**src/rtl/channel_reader.sv**
```systemverilog
// channel_reader: round-robin drain of the per-channel timestamp FIFOs.
// Each served channel produces a framed byte stream on a valid/ready port.
// A data frame is a header byte followed by the 64-bit FIFO word, LSB first.
// An overrun frame is the header byte alone, followed by a clear pulse.
module channel_reader #(
   parameter int NCHAN   = 4,
   parameter int HOLDOFF = 3
) (
   input  logic               clk,
   input  logic               rstn,
   input  logic [NCHAN-1:0]   attention,
   input  logic [NCHAN-1:0]   overrun,
   input  logic [8*NCHAN-1:0] chandata,
   output logic [2:0]         byteaddr,
   output logic [NCHAN-1:0]   unload,
   output logic [NCHAN-1:0]   clearoverrun,
   output logic [7:0]         txdata,
   output logic               txvalid,
   input  logic               txready,
   output logic               busy
);

   localparam int CW = (NCHAN > 1) ? $clog2(NCHAN) : 1;
   localparam int HW = (HOLDOFF > 1) ? $clog2(HOLDOFF) : 1;

   typedef enum logic [2:0] {
      ST_SCAN,
      ST_HDR,
      ST_LOAD,
      ST_SEND,
      ST_UNLOAD,
      ST_CLEAR,
      ST_HOLD
   } state_t;

   state_t        state_reg, state_next;
   // grant_reg is also the round-robin pointer: the next search starts one past it.
   logic [CW-1:0] grant_reg, grant_next;
   logic          ovf_reg, ovf_next;
   logic [2:0]    k_reg, k_next;
   logic [HW-1:0] hold_reg, hold_next;
   logic [7:0]    txdata_reg, txdata_next;
   logic          txvalid_reg, txvalid_next;
   logic          unload_reg, unload_next;
   logic          clear_reg, clear_next;

   logic          found;
   logic [CW-1:0] pick;
   logic [2:0]    pick_id;
   logic [4:0]    idx_sum;
   logic [7:0]    chan_byte [NCHAN];

   // Per-channel byte slices and the one-hot decode of the pulse outputs.
   // The pulses are decoded from the held grant, so at most one bit is ever set.
   generate
      for (genvar gi = 0; gi < NCHAN; gi++) begin : g_chan
         assign chan_byte[gi]    = chandata[8*gi +: 8];
         assign unload[gi]       = unload_reg && (grant_reg == CW'(gi));
         assign clearoverrun[gi] = clear_reg  && (grant_reg == CW'(gi));
      end
   endgenerate

   assign pick_id  = 3'(pick);
   assign byteaddr = k_reg;
   assign txdata   = txdata_reg;
   assign txvalid  = txvalid_reg;
   assign busy     = (state_reg != ST_SCAN);

   // Round-robin search: the first channel with attention, starting one past the last grant.
   always_comb begin
      found   = 1'b0;
      pick    = grant_reg;
      idx_sum = '0;
      for (int i = 0; i < NCHAN; i++) begin
         idx_sum = 5'(grant_reg) + 5'(i) + 5'd1;
         if (idx_sum >= 5'(NCHAN)) begin
            idx_sum = idx_sum - 5'(NCHAN);
         end
         if (!found && attention[idx_sum[CW-1:0]]) begin
            found = 1'b1;
            pick  = idx_sum[CW-1:0];
         end
      end
   end

   // Next-state and next-output logic; the outputs are all registered from these values.
   always_comb begin
      state_next   = state_reg;
      grant_next   = grant_reg;
      ovf_next     = ovf_reg;
      k_next       = k_reg;
      hold_next    = hold_reg;
      txdata_next  = txdata_reg;
      txvalid_next = 1'b0;
      unload_next  = 1'b0;
      clear_next   = 1'b0;
      case (state_reg)
         ST_SCAN: begin
            if (found) begin
               // The overrun flag is sampled in the grant cycle and fixes the frame type.
               grant_next   = pick;
               ovf_next     = overrun[pick];
               txdata_next  = {overrun[pick], 4'b0000, pick_id};
               txvalid_next = 1'b1;
               state_next   = ST_HDR;
            end
         end
         ST_HDR: begin
            txvalid_next = 1'b1;
            if (txready) begin
               txvalid_next = 1'b0;
               if (ovf_reg) begin
                  // Overrun frames carry no payload; the FIFO word waits for the next service.
                  clear_next = 1'b1;
                  state_next = ST_CLEAR;
               end else begin
                  k_next     = 3'd0;
                  state_next = ST_LOAD;
               end
            end
         end
         ST_LOAD: begin
            // byteaddr has been stable for this whole cycle, so the mux output is settled.
            txdata_next  = chan_byte[grant_reg];
            txvalid_next = 1'b1;
            state_next   = ST_SEND;
         end
         ST_SEND: begin
            txvalid_next = 1'b1;
            if (txready) begin
               txvalid_next = 1'b0;
               if (k_reg == 3'd7) begin
                  k_next      = 3'd0;
                  unload_next = 1'b1;
                  state_next  = ST_UNLOAD;
               end else begin
                  k_next     = k_reg + 3'd1;
                  state_next = ST_LOAD;
               end
            end
         end
         ST_UNLOAD, ST_CLEAR: begin
            hold_next  = HW'(HOLDOFF - 1);
            state_next = ST_HOLD;
         end
         ST_HOLD: begin
            // Give the channel's registered attention time to reflect the pop or clear.
            if (hold_reg == '0) begin
               state_next = ST_SCAN;
            end else begin
               hold_next = hold_reg - HW'(1);
            end
         end
         default: begin
            state_next = ST_SCAN;
         end
      endcase
   end

   // State and output registers; reset abandons any partial frame without an unload.
   always_ff @(posedge clk or negedge rstn) begin
      if (!rstn) begin
         state_reg   <= ST_SCAN;
         grant_reg   <= CW'(NCHAN - 1);
         ovf_reg     <= 1'b0;
         k_reg       <= 3'd0;
         hold_reg    <= '0;
         txdata_reg  <= 8'h00;
         txvalid_reg <= 1'b0;
         unload_reg  <= 1'b0;
         clear_reg   <= 1'b0;
      end else begin
         state_reg   <= state_next;
         grant_reg   <= grant_next;
         ovf_reg     <= ovf_next;
         k_reg       <= k_next;
         hold_reg    <= hold_next;
         txdata_reg  <= txdata_next;
         txvalid_reg <= txvalid_next;
         unload_reg  <= unload_next;
         clear_reg   <= clear_next;
      end
   end

endmodule

```
**config.mk**
```make
export PLATFORM = sky130hd
export DESIGN_NAME = channel_reader
export DESIGN_NICKNAME = d
export VERILOG_FILES = /design/src/rtl/channel_reader.sv
export SDC_FILE = /design/constraint.sdc
export NUM_CORES = 1
export LEC_CHECK = 0
export CAP_MARGIN = 30
export CORE_MARGIN = 1
export CORE_UTILIZATION = 40
export DETAILED_ROUTE_END_ITERATION = 6
export PLACE_DENSITY_LB_ADDON = 0.25
export SKIP_CTS_REPAIR_TIMING = 1
export SLEW_MARGIN = 20
export SYNTH_ARGS = -nofsm -noshare
export SYNTH_HDL_FRONTEND = slang
export SYNTH_SLANG_ARGS = --single-unit
```
**constraint.sdc**
```tcl
create_clock -name clk -period 2.56 [get_ports clk]
set_input_delay 0.512 -clock clk [delete_from_list [all_inputs] [get_ports clk]]
set_output_delay 0.512 -clock clk [all_outputs]
set_load 0.01 [all_outputs]
```
==> results.toml, run 1 <==
[outcome]
outcome = "complete, no violations"

[floorplanning]
die_area_mm2 = 0.00437
row_count = 22
core_area_mm2 = 0.00380
die_w_um = 66.1
start_util = 0.433
die_h_um = 66.1
num_io_pins = 64

[synth]
syn_inst = 173
synth_xor_area_frac = 0
synth_top_family_by_area = "simple AND/OR/NAND/NOR gates"
ys_seq_area_frac = 0.336
synth_area_per_cell_um2 = 9.51
synth_compound_area_frac = 0.192
yosysWarnings = 0
synth_seq_cells = 22
synthMuxAreaShare = 0.149
synthAdderAreaFrac = 0.0532
yosysUniqueCellTypes = 48
syn-num-nets = 223
netlist_area_mm2 = 0.00165
synth-simple-area-share = 0.208

[drt]
dr.max_layer_used = "met4"
ant_nets = 0
wl_met1_um = 1640
drc = 0
wire_per_inst_um = 12.7
drt_pre_antenna_iters = 4
first_iter_violations = 68
routed_wl_um = 3620
dr_wl_met3_um = 222
vias = 1506
dr_wl_met2_um = 1740
vias_per_cell = 5.30

[critical_path]
crit_required_ps = 2740
worstPathArrival_ps = 2570
rrSetupSlack_ps = 170
cp-start-kind = "register"
crit_type = "reg -> reg"
worstSetupEndpointType = "register"
cp_max_fo = 10

[sta]
slew_viol_final = 0
min_period_over_period = 0.934
rsz0062_at_grt = "no"
fin_skew_ps = 1.85
whs_ps = 501
tns_ps = 0
worstMarginPinSlew_ps = 466
slew_headroom = 0.688
min_period_ps = 2390
final-setup-viol-count = 0
fmax_mhz = 418
hold_violations = 0

[power]
powerDensity_mw_per_mm2 = 1030
leakagePower_nw = 1.01
peakVddDrop_mv = 0.477
total_power_mw = 2.47

[place]
io_buffer_count = 63
dp_hpwl_um = 2880
dpl_cell_area_mm2 = 0.00233
place.gp.congestion = 0.826

[global_route]
grt_antenna_before_repair = 0
grt_pass1_vias = 1502
grt_pass1_wl_um = 6580
grt_use_total = 0.193
grt-ovfl-total = 0
grt_max_degree = 25

[hold_path]
min_path_type = "reg -> reg"

[finish]
antenna_cells = 0
final_area_mm2 = 0.00239
syn_to_final_growth_pct = 45.1
drive_above_1_share = 0.127
largest_reg_flops = 8
nets = 287

[clock_tree]
cts_tree = "yes"
cts_root_buf = "clkbuf_8"
cts.clk_slew.worst_paths_ps = 80
clk_path_buf_depth = 2
cts_buffers = 3
cts_sinks = 22
clock_latency_ps = 250
htreeDepth = 1

[job]
cap_violations = 0
Yosys cell counts (all sizes together):
cell     count  area (µm²)
nand3        9        45.0
and2        10        62.6
a31oi        1        6.26
a21boi       1        7.51
nand2       19        71.3
nor4bb       1        10.0
a2bb2oi      1        8.76
dfrtp       20         500
mux2i        2        20.0
a32o         1        10.0
or3b         2        20.0
o21ai       12        71.3
inv          9        33.8
a21oi        4        20.0
clkbuf       5        18.8
a22oi        2        15.0
and2b        1        7.51
nor2b        2        12.5
o22ai        1        6.26
mux4         9         203
o211ai       7        57.6
a221o        1        10.0
o21a         2        15.0
o211a        1        10.0
dfstp        2        52.6
buf          7        48.8
a211o        1        8.76
a21o         1        7.51
nand2b       2        12.5
ha           7        87.6
nor3         3        15.0
o31ai        2        15.0
a22o         4        35.0
nor2        14        57.6
mux2         2        22.5
or2          1        6.26
nand4b       1        8.76
a211oi       1        12.5
and3         2        12.5
where the power goes:
part | internal (mW) | switching (mW) | leakage [nW]
sequential | 0.509 | 0.128 | 0.275
clock | 0.137 | 0.108 | 0.0288
combinational | 0.810 | 0.775 | 0.709
total | 1.46 | 1.01 | 1.01
critical path, cell delays in order, from the launching register on:
cell and delay [ps]:
dfstp_2 540, inv_1 70, ha_1 330, buf_4 180, nor4bb_1 140, a22o_1 220, nor2_2 230, nor2_1 110
a221o_1 350, a21oi_1 150
routing by layer:
metal / up-vias / track usage
li1: 751 / -
met1: 697 / 0.261
met2: 56 / 0.324
met3: 2 / 0.0397
met4: 0 / 0.0319
met5: - / 0
final timing paths:
check / startpoint / endpoint / cells past startpoint
worst max register to register: grant_reg[0]$_DFFE_PN1P_ / state_reg[0]$_DFFE_PN0P_ / 9
min in group asynchronous: rstn / state_reg[1]$_DFFE_PN0P_ / 2
worst max-delay path: grant_reg[0]$_DFFE_PN1P_ / state_reg[0]$_DFFE_PN0P_ / 9
worst min register to register: txdata[3]$_DFFE_PN0P_ / txdata[3]$_DFFE_PN0P_ / 2
max in group asynchronous: rstn / grant_reg[1]$_DFFE_PN1P_ / 2
worst min-delay path: txdata[3]$_DFFE_PN0P_ / txdata[3]$_DFFE_PN0P_ / 2
kinds of logic (layout without fill, tap and decap cells):
| kind of cell | after synthesis | in the layout |
|---|---|---|
| buffers and inverters | 21 | 84 |
| AO/OA/AOI/OAI | 43 | 43 |
| multiplexers | 13 | 13 |
| adder cells (fa/ha/maj) | 7 | 7 |
| AND/OR/NAND/NOR | 67 | 67 |
| flip-flops | 22 | 22 |
layout make-up:
type                            count  area [µm²]
Timing Repair Buffer               71         694
Clock buffer                        4        55.1
Multi-Input combinational cell    130         991
Tap cell                           48        60.1
Fill cell                         345        1410
Sequential cell                    22         553
Inverter                            9        33.8
through the flow:
stage	setup slack, ps	utilization	std cells
6_report	168	0.628	284
5_1_grt	25.8	0.628	284
4_1_cts	86.5	0.627	284
3_5_place_dp	40.6	0.613	280
3_3_place_gp	71.8	0.613	280
2_1_floorplan	42.5	-	173
cells in the final DEF (no fill, tap or decap), types with 2 or more instances in the layout:
master,count
nor3_1,3
nor2_2,2
dfstp_2,2
nand3_1,9
dfrtp_1,20
nor2_1,12
mux2i_1,2
clkdlybuf4s50_1,63
buf_4,7
o31ai_1,2
nand2b_1,2
a21oi_1,4
a22o_1,4
o21ai_0,10
inv_1,9
clkbuf_8,4
mux4_2,9
ha_1,7
o21a_1,2
o211ai_1,6
nor2b_1,2
a22oi_1,2
and3_1,2
and2_1,10
nand2_1,19
Note: power is estimated with default switching activity, not from simulation.
==> run 2: changes to the inputs <==
--- a/config.mk
+++ b/config.mk
@@ -7,7 +7,8 @@
 export LEC_CHECK = 0
 export CAP_MARGIN = 30
 export CORE_MARGIN = 1
-export CORE_UTILIZATION = 40
+export CORE_UTILIZATION = 41
+export CTS_BUF_LIST = sky130_fd_sc_hd__clkbuf_8
 export DETAILED_ROUTE_END_ITERATION = 6
 export PLACE_DENSITY_LB_ADDON = 0.25
 export SKIP_CTS_REPAIR_TIMING = 1
==> run 2 against run 1 <==
  * Hold slack got worse by 1.2 ps
  * Die area fell by 2.4%
  * Sequential power hardly changed
  * Count of clock-buffer cells in the layout did not move
  * Core utilization up 1.3 points
  * Register-to-register slack got worse by 40 ps
  * Largest power group unchanged
==> results.toml, run 2 (synthesis results as in run 1) <==
[drt]
vias = 1533
ant_nets = 0
drt_pre_antenna_iters = 4
routed_wl_um = 3640
drc = 0
first_iter_violations = 49
wire_per_inst_um = 12.7
vias_per_cell = 5.36

[power]
p_seq_frac = 0.256
leakagePower_nw = 1.02
intPower_mw = 1.48
powerDensity_mw_per_mm2 = 1040
power_frac_comb = 0.645
p_clk_frac = 0.099
peakVddDrop_mv = 0.424
swShare = 0.406
p_switching_mw = 1.01
total_power_mw = 2.49

[critical_path]
rrSetupSlack_ps = 130
cpLargestDelayFamily = "compound AO/OA/AOI/OAI gates"
reg2reg_from = "grant_reg[0]$_DFFE_PN1P_"
crit_type = "reg -> reg"
cp-start-kind = "register"
max_stage_delay_ps = 540
worstSetupEndpointType = "register"
crit_required_ps = 2720
r2r-end = "txdata[0]$_DFFE_PN0P_"
crit_path_cell_trace = "inv_1, ha_1, or3b_1, a211oi_2, nor2_2, o21ai_4, nor2_2, a211o_1"
crit_slowest_cell = "dfstp_2"
path_buf_inv = 1
cp_max_fo = 8
crit_top_cell = "nor2_2"
worstPathArrival_ps = 2580
ff2ff_path_depth = 8

[finish]
stdcell_count = 286
final_common_cell = "clkdlybuf4s50_1"
largest_reg_flops = 8
fill_cells = 334
final_cell_mix = "clkdlybuf4s50_1 (63), dfrtp_1 (20), nand2_1 (19), nor2_1 (12)"
drive_above_1_share = 0.134
regArea_um2 = 553
syn_to_final_growth_pct = 46.0
nets = 289
antenna_cells = 0
multi_input_area_um2 = 991
utilization = 0.642

[global_route]
busiest_layer = "met2"
grt_pass1_vias = 1424
grt_max_degree = 25
grt_antenna_before_repair = 0
grt_pass1_wl_um = 6150
met3_usage = 0.0573
grt-ovfl-total = 0
grt_use_total = 0.187
grtUsageMet2 = 0.305
grt_use_met1 = 0.244

[sta]
min_period_ps = 2430
fin_skew_ps = 7.09
hold_violations = 0
worstMarginPinSlew_ps = 398
rsz0062_at_grt = "no"
whs_ps = 500
min_period_over_period = 0.949
slew_headroom = 0.733
fmax_mhz = 412
tns_ps = 0
slew_viol_final = 0
final-setup-viol-count = 0

[clock_tree]
clock_latency_ps = 260
clk_path_buf_depth = 2
cts_root_buf = "clkbuf_8"
cts_tree = "yes"
cts.clk_slew.worst_paths_ps = 80
cts_sinks = 22
cts_buffers = 3
htreeDepth = 1

[hold_path]
hold_depth = 1
hold_end = "hold_reg[0]$_DFFE_PN0P_"
min_path_type = "reg -> reg"
min_from = "hold_reg[0]$_DFFE_PN0P_"

[place]
dp.cells = 282
place.gp.congestion = 0.791
dp_hpwl_um = 2890
io_buffer_count = 63

[floorplanning]
num_io_pins = 64
die_area_mm2 = 0.00427
core_area_mm2 = 0.00374
row_count = 22
die_w_um = 65.4
start_util = 0.440
die_h_um = 65.4

[job]
cap_violations = 0

[outcome]
outcome = "complete, no violations"
run 2: final cells by class:
type / instances / area share
sequential: 22 / 0.230
inverter: 9 / 0.0141
timing repair buffer: 73 / 0.295
multi-input combinational: 130 / 0.413
tap: 48 / 0.0250
clock buffer: 4 / 0.0229
run 2: power groups by stage:
stage | combinational, mW | clock (mW) | sequential [mW]
3_5_place_dp | 1.61 | 0 | 0.636
3_3_place_gp | 1.59 | 0 | 0.640
6_report | 1.61 | 0.246 | 0.637
2_1_floorplan | 1.10 | 0 | 0.641
5_1_grt | 1.76 | 0.265 | 0.661
4_1_cts | 1.61 | 0.254 | 0.635
run 2: metrics by stage:
step / cell area (µm²) / worst slack [ps]
final: 2400 / 131
after global routing: 2400 / 21.7
after CTS: 2400 / 59.0
after detailed placement: 2340 / 101
after global placement: 2340 / 147
after floorplan: 1650 / 42.5
run 2: how the worst max path moves through the flow:
stage,from,endpoint,slack [ps],cells after the start
global placement,attention[3],txdata[0]$_DFFE_PN0P_,150,7
detailed placement,attention[3],txdata[0]$_DFFE_PN0P_,100,7
CTS,grant_reg[0]$_DFFE_PN1P_,clearoverrun[3],60,4
finish,grant_reg[0]$_DFFE_PN1P_,txdata[0]$_DFFE_PN0P_,130,8
floorplan,grant_reg[1]$_DFFE_PN1P_,txdata[0]$_DFFE_PN0P_,40,9
global route,grant_reg[0]$_DFFE_PN1P_,txdata[0]$_DFFE_PN0P_,20,8
run 2: per-layer routing:
| layer | up-vias | share of wire | wire length [µm] |
|---|---|---|---|
| met3 | 2 | 0.068 | 248 |
| met5 | - | 0 | 0 |
| met4 | 0 | 0.0050 | 18 |
| met2 | 59 | 0.47 | 1710 |
| met1 | 710 | 0.46 | 1660 |
| li1 | 762 | - | - |
==> run 3: changes to the inputs <==
--- a/config.mk
+++ b/config.mk
@@ -12,7 +12,7 @@
 export DETAILED_ROUTE_END_ITERATION = 6
 export PLACE_DENSITY_LB_ADDON = 0.25
 export SKIP_CTS_REPAIR_TIMING = 1
-export SLEW_MARGIN = 20
+export SKIP_LAST_GASP = 1
 export SYNTH_ARGS = -nofsm -noshare
 export SYNTH_HDL_FRONTEND = slang
 export SYNTH_SLANG_ARGS = --single-unit
==> results of run 3 <==
Same layout as run 2: the final DEF is identical, and so are final timing and power.
